`src/rtl/bcd_pkg.sv`:
```
// rtl/bcd_pkg.sv - shared types and constants for the digit-serial BCD adder
//
// Purpose: FSM state encoding and BCD constants used by the controller and
//          the one-digit adder.
// Contents:
//   state_t   - IDLE / ADD / DONE controller states
//   BCD_MAX   - largest valid BCD digit value
//   BCD_CORR  - correction added when a digit sum exceeds BCD_MAX
package bcd_pkg;

  typedef enum logic [1:0] {
    IDLE = 2'd0,
    ADD  = 2'd1,
    DONE = 2'd2
  } state_t;

  localparam logic [3:0] BCD_MAX  = 4'd9;
  localparam logic [3:0] BCD_CORR = 4'd6;

endpackage

```
`src/rtl/bcd_serial_adder_ctrl_if.sv`:
```
// rtl/bcd_serial_adder_ctrl_if.sv - request/result bundle of the serial BCD adder
//
// Purpose: groups operands, handshake and result signals of the controller.
// Signals:
//   start, a, b, cin          - request side (driven by the master)
//   ready, busy, done         - handshake status (driven by the slave)
//   sum, cout, err            - result, held until the next accepted start
// Modports: master (requester), slave (the adder controller).
interface bcd_serial_adder_ctrl_if #(
  parameter int NDIG = 4
);

  logic                start;
  logic [4*NDIG-1:0]   a;
  logic [4*NDIG-1:0]   b;
  logic                cin;
  logic                ready;
  logic                busy;
  logic                done;
  logic [4*NDIG-1:0]   sum;
  logic                cout;
  logic                err;

  modport master (
    output start, a, b, cin,
    input  ready, busy, done, sum, cout, err
  );

  modport slave (
    input  start, a, b, cin,
    output ready, busy, done, sum, cout, err
  );

endinterface

```
`src/rtl/bcd_digit_adder.sv`:
```
// rtl/bcd_digit_adder.sv - combinational one-digit BCD adder with validity flag
//
// Purpose: adds two BCD digits and a decimal carry, applying the +6
//          correction when the binary sum exceeds 9.
// Ports:
//   i_a, i_b   - input digits (values above 9 are still processed)
//   i_cin      - decimal carry in
//   o_s        - corrected result digit
//   o_cout     - decimal carry out
//   o_invalid  - either input digit is above 9
module bcd_digit_adder
  import bcd_pkg::*;
(
  input  logic [3:0] i_a,
  input  logic [3:0] i_b,
  input  logic       i_cin,
  output logic [3:0] o_s,
  output logic       o_cout,
  output logic       o_invalid
);

  logic [4:0] w_t;

  assign w_t = {1'b0, i_a} + {1'b0, i_b} + {4'b0, i_cin};

  // Correction is applied mod 16, so invalid digits give a deterministic
  // (if decimally meaningless) result.
  always_comb begin
    o_s    = w_t[3:0];
    o_cout = 1'b0;
    if (w_t > {1'b0, BCD_MAX}) begin
      o_s    = w_t[3:0] + BCD_CORR;
      o_cout = 1'b1;
    end
  end

  assign o_invalid = (i_a > BCD_MAX) || (i_b > BCD_MAX);

endmodule

```
`src/rtl/bcd_serial_adder_ctrl.sv`:
```
// rtl/bcd_serial_adder_ctrl.sv - digit-serial NDIG-digit BCD adder controller
//
// Purpose: latches two packed BCD operands on start and adds them one digit
//          per clock (LSD first) through a single shared digit adder.
// Ports:
//   clk    - system clock, rising edge
//   rst_n  - synchronous active-low reset
//   bus    - slave side of bcd_serial_adder_ctrl_if (start/a/b/cin in,
//            ready/busy/done/sum/cout/err out)
module bcd_serial_adder_ctrl
  import bcd_pkg::*;
#(
  parameter int NDIG = 4
) (
  input  logic                   clk,
  input  logic                   rst_n,
  bcd_serial_adder_ctrl_if.slave bus
);

  localparam int IDXW = (NDIG > 1) ? $clog2(NDIG) : 1;

  state_t              r_state;
  logic [4*NDIG-1:0]   r_a;
  logic [4*NDIG-1:0]   r_b;
  logic [4*NDIG-1:0]   r_sum;
  logic [IDXW-1:0]     r_idx;
  logic                r_carry;
  logic                r_cout;
  logic                r_err;
  logic                r_ready;
  logic                r_busy;
  logic                r_done;

  logic [3:0]          w_a_d;
  logic [3:0]          w_b_d;
  logic [3:0]          w_s;
  logic                w_c;
  logic                w_inv;

  // Select the current digit pair from the latched operands.
  always_comb begin
    w_a_d = '0;
    w_b_d = '0;
    for (int d = 0; d < NDIG; d++) begin
      if (r_idx == IDXW'(d)) begin
        w_a_d = r_a[4*d +: 4];
        w_b_d = r_b[4*d +: 4];
      end
    end
  end

  bcd_digit_adder u_digit (
    .i_a       (w_a_d),
    .i_b       (w_b_d),
    .i_cin     (r_carry),
    .o_s       (w_s),
    .o_cout    (w_c),
    .o_invalid (w_inv)
  );

  always_ff @(posedge clk) begin
    if (!rst_n) begin
      r_state <= IDLE;
      r_a     <= '0;
      r_b     <= '0;
      r_sum   <= '0;
      r_idx   <= '0;
      r_carry <= 1'b0;
      r_cout  <= 1'b0;
      r_err   <= 1'b0;
      r_ready <= 1'b1;
      r_busy  <= 1'b0;
      r_done  <= 1'b0;
    end else begin
      case (r_state)
        IDLE: begin
          if (bus.start) begin
            r_a     <= bus.a;
            r_b     <= bus.b;
            r_carry <= bus.cin;
            r_idx   <= '0;
            r_sum   <= '0;
            r_cout  <= 1'b0;
            r_err   <= 1'b0;
            r_state <= ADD;
            r_ready <= 1'b0;
            r_busy  <= 1'b1;
          end
        end
        ADD: begin
          for (int d = 0; d < NDIG; d++) begin
            if (r_idx == IDXW'(d)) r_sum[4*d +: 4] <= w_s;
          end
          r_carry <= w_c;
          r_err   <= r_err | w_inv;
          if (r_idx == IDXW'(NDIG - 1)) begin
            r_cout  <= w_c;
            r_state <= DONE;
            r_busy  <= 1'b0;
            r_done  <= 1'b1;
          end else begin
            r_idx <= r_idx + IDXW'(1);
          end
        end
        DONE: begin
          r_state <= IDLE;
          r_done  <= 1'b0;
          r_ready <= 1'b1;
        end
        default: begin
          r_state <= IDLE;
          r_ready <= 1'b1;
          r_busy  <= 1'b0;
          r_done  <= 1'b0;
        end
      endcase
    end
  end

  assign bus.ready = r_ready;
  assign bus.busy  = r_busy;
  assign bus.done  = r_done;
  assign bus.sum   = r_sum;
  assign bus.cout  = r_cout;
  assign bus.err   = r_err;

endmodule

```
`src/flat_wrapper.sv`:
```
// flat-port wrapper written by rule: the top's interface ports become plain ports
module bcd_serial_adder_ctrl_flat import bcd_pkg::*;
#(
  parameter int NDIG = 4
)
  (clk, rst_n, bus_start, bus_a, bus_b, bus_cin, bus_ready, bus_busy, bus_done, bus_sum, bus_cout, bus_err);
  bcd_serial_adder_ctrl_if #(.NDIG(NDIG)) bus_i ();
  input  logic clk;
  input  logic rst_n;
  input wire logic [$bits(bus_i.start)-1:0] bus_start;
  input wire logic [$bits(bus_i.a)-1:0] bus_a;
  input wire logic [$bits(bus_i.b)-1:0] bus_b;
  input wire logic [$bits(bus_i.cin)-1:0] bus_cin;
  output wire logic [$bits(bus_i.ready)-1:0] bus_ready;
  output wire logic [$bits(bus_i.busy)-1:0] bus_busy;
  output wire logic [$bits(bus_i.done)-1:0] bus_done;
  output wire logic [$bits(bus_i.sum)-1:0] bus_sum;
  output wire logic [$bits(bus_i.cout)-1:0] bus_cout;
  output wire logic [$bits(bus_i.err)-1:0] bus_err;
  assign bus_i.start = bus_start;
  assign bus_i.a = bus_a;
  assign bus_i.b = bus_b;
  assign bus_i.cin = bus_cin;
  assign bus_ready = bus_i.ready;
  assign bus_busy = bus_i.busy;
  assign bus_done = bus_i.done;
  assign bus_sum = bus_i.sum;
  assign bus_cout = bus_i.cout;
  assign bus_err = bus_i.err;
  bcd_serial_adder_ctrl #(.NDIG(NDIG)) u_core (.clk(clk), .rst_n(rst_n), .bus(bus_i));
endmodule
```
`config.mk`:
```
export PLATFORM = sky130hd
export DESIGN_NAME = bcd_serial_adder_ctrl_flat
export DESIGN_NICKNAME = d
export VERILOG_FILES = /design/src/rtl/bcd_pkg.sv /design/src/rtl/bcd_serial_adder_ctrl_if.sv /design/src/rtl/bcd_digit_adder.sv /design/src/rtl/bcd_serial_adder_ctrl.sv /design/src/flat_wrapper.sv
export SDC_FILE = /design/constraint.sdc
export NUM_CORES = 1
export LEC_CHECK = 0
export ABC_AREA = 1
export CORE_UTILIZATION = 46
export DETAILED_ROUTE_END_ITERATION = 16
export PLACE_DENSITY = 0.76
export SLEW_MARGIN = 30
export SYNTH_ARGS = -nofsm -noshare
export SYNTH_HDL_FRONTEND = slang
export SYNTH_SLANG_ARGS = --single-unit
```
`constraint.sdc`:
```
create_clock -name clk -period 3.1 [get_ports clk]
set_input_delay 0.31 -clock clk [delete_from_list [all_inputs] [get_ports clk]]
set_output_delay 0.31 -clock clk [all_outputs]
set_load 0.05 [all_outputs]
```
==> results.cfg, run 1 <==
[routing]
drt_iter0_drc = 159
firstDrtPassIters = 4
via_count = 2479
wl_per_cell_um = 13.1
viasPerCell = 5.03
drtAntennaViolNets = 0
wirelength_mm = 6.47
drc = 0

[placement]
port_buffers = 56
place_congestion = 0.822
hpwl_mm = 4.57
place_ws_ns = -0.118

[synth]
synth_nets = 392
synth_area_um2 = 2710
synthesis.instances = 346
async_flop_share_pct = 0
synth_seq_area_share_pct = 42.9
post_synth.cell_area_avg_um2 = 7.83
synth_edf_count = 0
synth_area_leader_cell = dfxtp_1
yosysUniqueCellTypes = 37
synth_area_leaders = dfxtp_1 (43%), nand2_1 (11%), inv_1 (5.7%)
ys_warn_count = 0
ys.flop_type = dfxtp_1
yosysTopAreaCellShare_pct = 42.9
ys_ff_latch = 58

[timing]
hold_slack_ns = 0.457
max_freq_ghz = 0.323
final.period_utilization_pct = 99.9
rsz0062_at_grt = true
skew_ns = 0.00656
slew_headroom_pct = 56.7
worst_slack_ns = 0.00233
max_slew.worst_pin.slew_ns = 0.648
finalMaxSlewViolations = 0
finalHoldViolCount = 0
setup_viol = 0
layout_min_cycle_time_ns = 3.10

[cells_and_area]
nets = 462
area_growth_pct = 37.4
n_antenna_cell = 0
multi_input_area_um2 = 1410
drive_above_1_share_pct = 19.2
utilization_pct = 66.8
fill_cells = 450
ff_latch_area_um2 = 1170

[clocking]
cts_tree = built
cts_buffers = 9
cts_max_path_buffers = 2
htree_num_levels = 3
path_clk_slew_ns = 0.07
clock_latency_ns = 0.34
hold_buffers = 0
cts_sinks = 58
ctsRootBufferMaster = clkbuf_8

[die]
dieArea_um2 = 6200
fp-row-count = 27
die_y_um = 78.7
die_w_um = 78.7
start_util_pct = 48.6
ios = 57
core-area_um2 = 5570

[critical_path]
worstReg2RegStart = u_core.r_idx[1]
cp.required_ns = 3.37
cp.buffers_inverters = 2
crit_chain = buf_4 > ha_2 > inv_4 > o21ai_0 > o221ai_1 > o21ai_1 > fa_2 > fa_2 > ha_4 > nand2_2 > a21boi_4 > nand2_2 > nand2_4 > nand2_1 > nand3_2 > a21oi_1
cp-start-kind = flip-flop
path_delay_family = adder cells
cp_slowest_cell = fa_2
arrival_ns = 3.37
crit_path_end = u_core.bus.sum[10]
critical-path-max-stage-delay_ns = 0.64
startpoint = u_core.r_idx[1]
r2r_slack_ns = 0.002
r2r_cells = 16
cp.depth = 16
crit-reg2reg-capture = u_core.bus.sum[10]
endpoint_kind = flip-flop
cp_max_fo = 8
critPathKind = reg2reg

[global_routing]
overflow = 0
grt_max_degree = 34
grt_use_total_pct = 22.4
grt_pass1_vias = 2367
grt_pass1_wl_mm = 10.7
antenna_found_initial = 0

[pwr]
p_leak_nw = 1.52
p_per_area_nw_per_um2 = 589
total_power_mw = 2.19
peakVddDrop_v = 0.000307

[job]
maxCapViolations = 0

[run_status]
status = finished clean

[min_path]
min_path_cells = 2
hold_path_class = reg2reg
[worst min-delay path by stage]
stage / to / startpoint
floorplan: u_core.r_a[0] / bus_a[0]
global placement: u_core.bus.sum[8] / u_core.bus.sum[8]
detailed placement: u_core.bus.sum[8] / u_core.bus.sum[8]
CTS: u_core.bus.sum[4] / u_core.bus.sum[4]
global route: u_core.bus.sum[4] / u_core.bus.sum[4]
finish: u_core.bus.sum[8] / u_core.bus.sum[8]
[worst min-delay path, cell delays in order, from the launching register on]
cell and delay (ns):
dfxtp_1 0.31, nand2_1 0.06, a21oi_1 0.05
[cell usage in the layout (no fill, tap or decap), types with 2 or more instances in the layout]
master	instances
nand4_1	3
ha_1	4
a21oi_2	6
inv_6	3
inv_2	5
inv_4	3
clkbuf_8	12
clkdlybuf4s50_1	56
nand2_1	77
a21oi_1	23
fa_2	2
o21ai_4	2
nor2_4	7
clkbuf_1	2
ha_4	3
nand3_2	3
nand2_2	5
nor2_1	11
nand2_4	3
o21ai_0	27
buf_4	14
dfxtp_1	56
inv_1	38
clkinv_2	2
o21ai_1	15
o22ai_1	5
nand3_1	16
[cell families (layout without fill, tap and decap cells)]
family,count (synthesis),count (layout),synth area share (%)
fa+ha+maj,10,10,5.18
buf+inv,60,135,9.43
flops,58,58,42.9
simple gates,130,130,23.5
compound gates,88,88,19.0
[power breakdown]
| part | internal (mW) | switching (mW) | total [mW] |
|---|---|---|---|
| clock network | 0.354 | 0.291 | 0.645 |
| registers | 0.804 | 0.0306 | 0.835 |
| logic | 0.282 | 0.431 | 0.713 |
| total | 1.44 | 0.753 | 2.19 |
[state kept, by name, summed over array words and instances (netlist names)]
name              cells
u_core.r_carry        1
u_core.r_idx          2
u_core.r_a           16
u_core.bus.busy       1
u_core.bus.sum       16
u_core.r_b           16
u_core.r_state        2
u_core.bus.err        1
u_core.bus.cout       1
u_core.bus.done       1
u_core.bus.ready      1
[layout make-up]
type	count	share of cell area (%)
inverters	49	5.55
clock buffers	14	4.64
flip-flops and latches	58	31.3
repair buffers	70	17.9
multi-input cells	228	37.9
clock inverters	2	0.269
well taps	72	2.42
[per-stage QoR]
step                instance area [µm²]  std cells  setup TNS (ns)
CTS                                3620        491               0
detailed placement                 3390        474           -1.25
floorplan                          2710        346               0
global placement                   3390        474          -0.343
global route                       3720        493           -2.08
finish                             3720        493               0
[synth_stat cells, types with 2 or more instances]
master	count
inv_1	41
nor2_4	6
nand4_1	3
fa_1	2
nand2_1	80
clkbuf_1	3
o21ai_0	29
dfxtp_1	58
nand3_2	3
o21ai_1	13
inv_2	5
ha_1	8
nor2_1	12
buf_4	2
o22ai_1	6
a21oi_1	28
nand2_2	4
buf_2	5
inv_6	3
nand3_1	17
o21ai_4	2
[per-layer routing]
| layer | vias up | track usage [%] | wire length [µm] |
|---|---|---|---|
| met1 | 1125 | 27.6 | 2940 |
| met5 | - | 0 | 0 |
| met2 | 74 | 36.7 | 3060 |
| li1 | 1267 | - | - |
| met3 | 13 | 5.17 | 351 |
| met4 | 0 | 10.7 | 113 |
[timing repair]
| action | 4_1_cts | 5_1_grt |
|---|---|---|
| pin swaps | 3 | 6 |
| resized for setup | 14 | 19 |
| setup endpoints to repair | 14 | 14 |
| buffers inserted | 1 | 2 |
(Power assumes the default switching activity.)
==> run 2: changes to the inputs <==
--- a/config.mk
+++ b/config.mk
@@ -6,6 +6,7 @@
 export NUM_CORES = 1
 export LEC_CHECK = 0
 export ABC_AREA = 1
+export CAP_MARGIN = 20
 export CORE_UTILIZATION = 46
 export DETAILED_ROUTE_END_ITERATION = 16
 export PLACE_DENSITY = 0.76
==> results of run 2 <==
The final DEF is identical to that of run 1; final timing and power are the same.
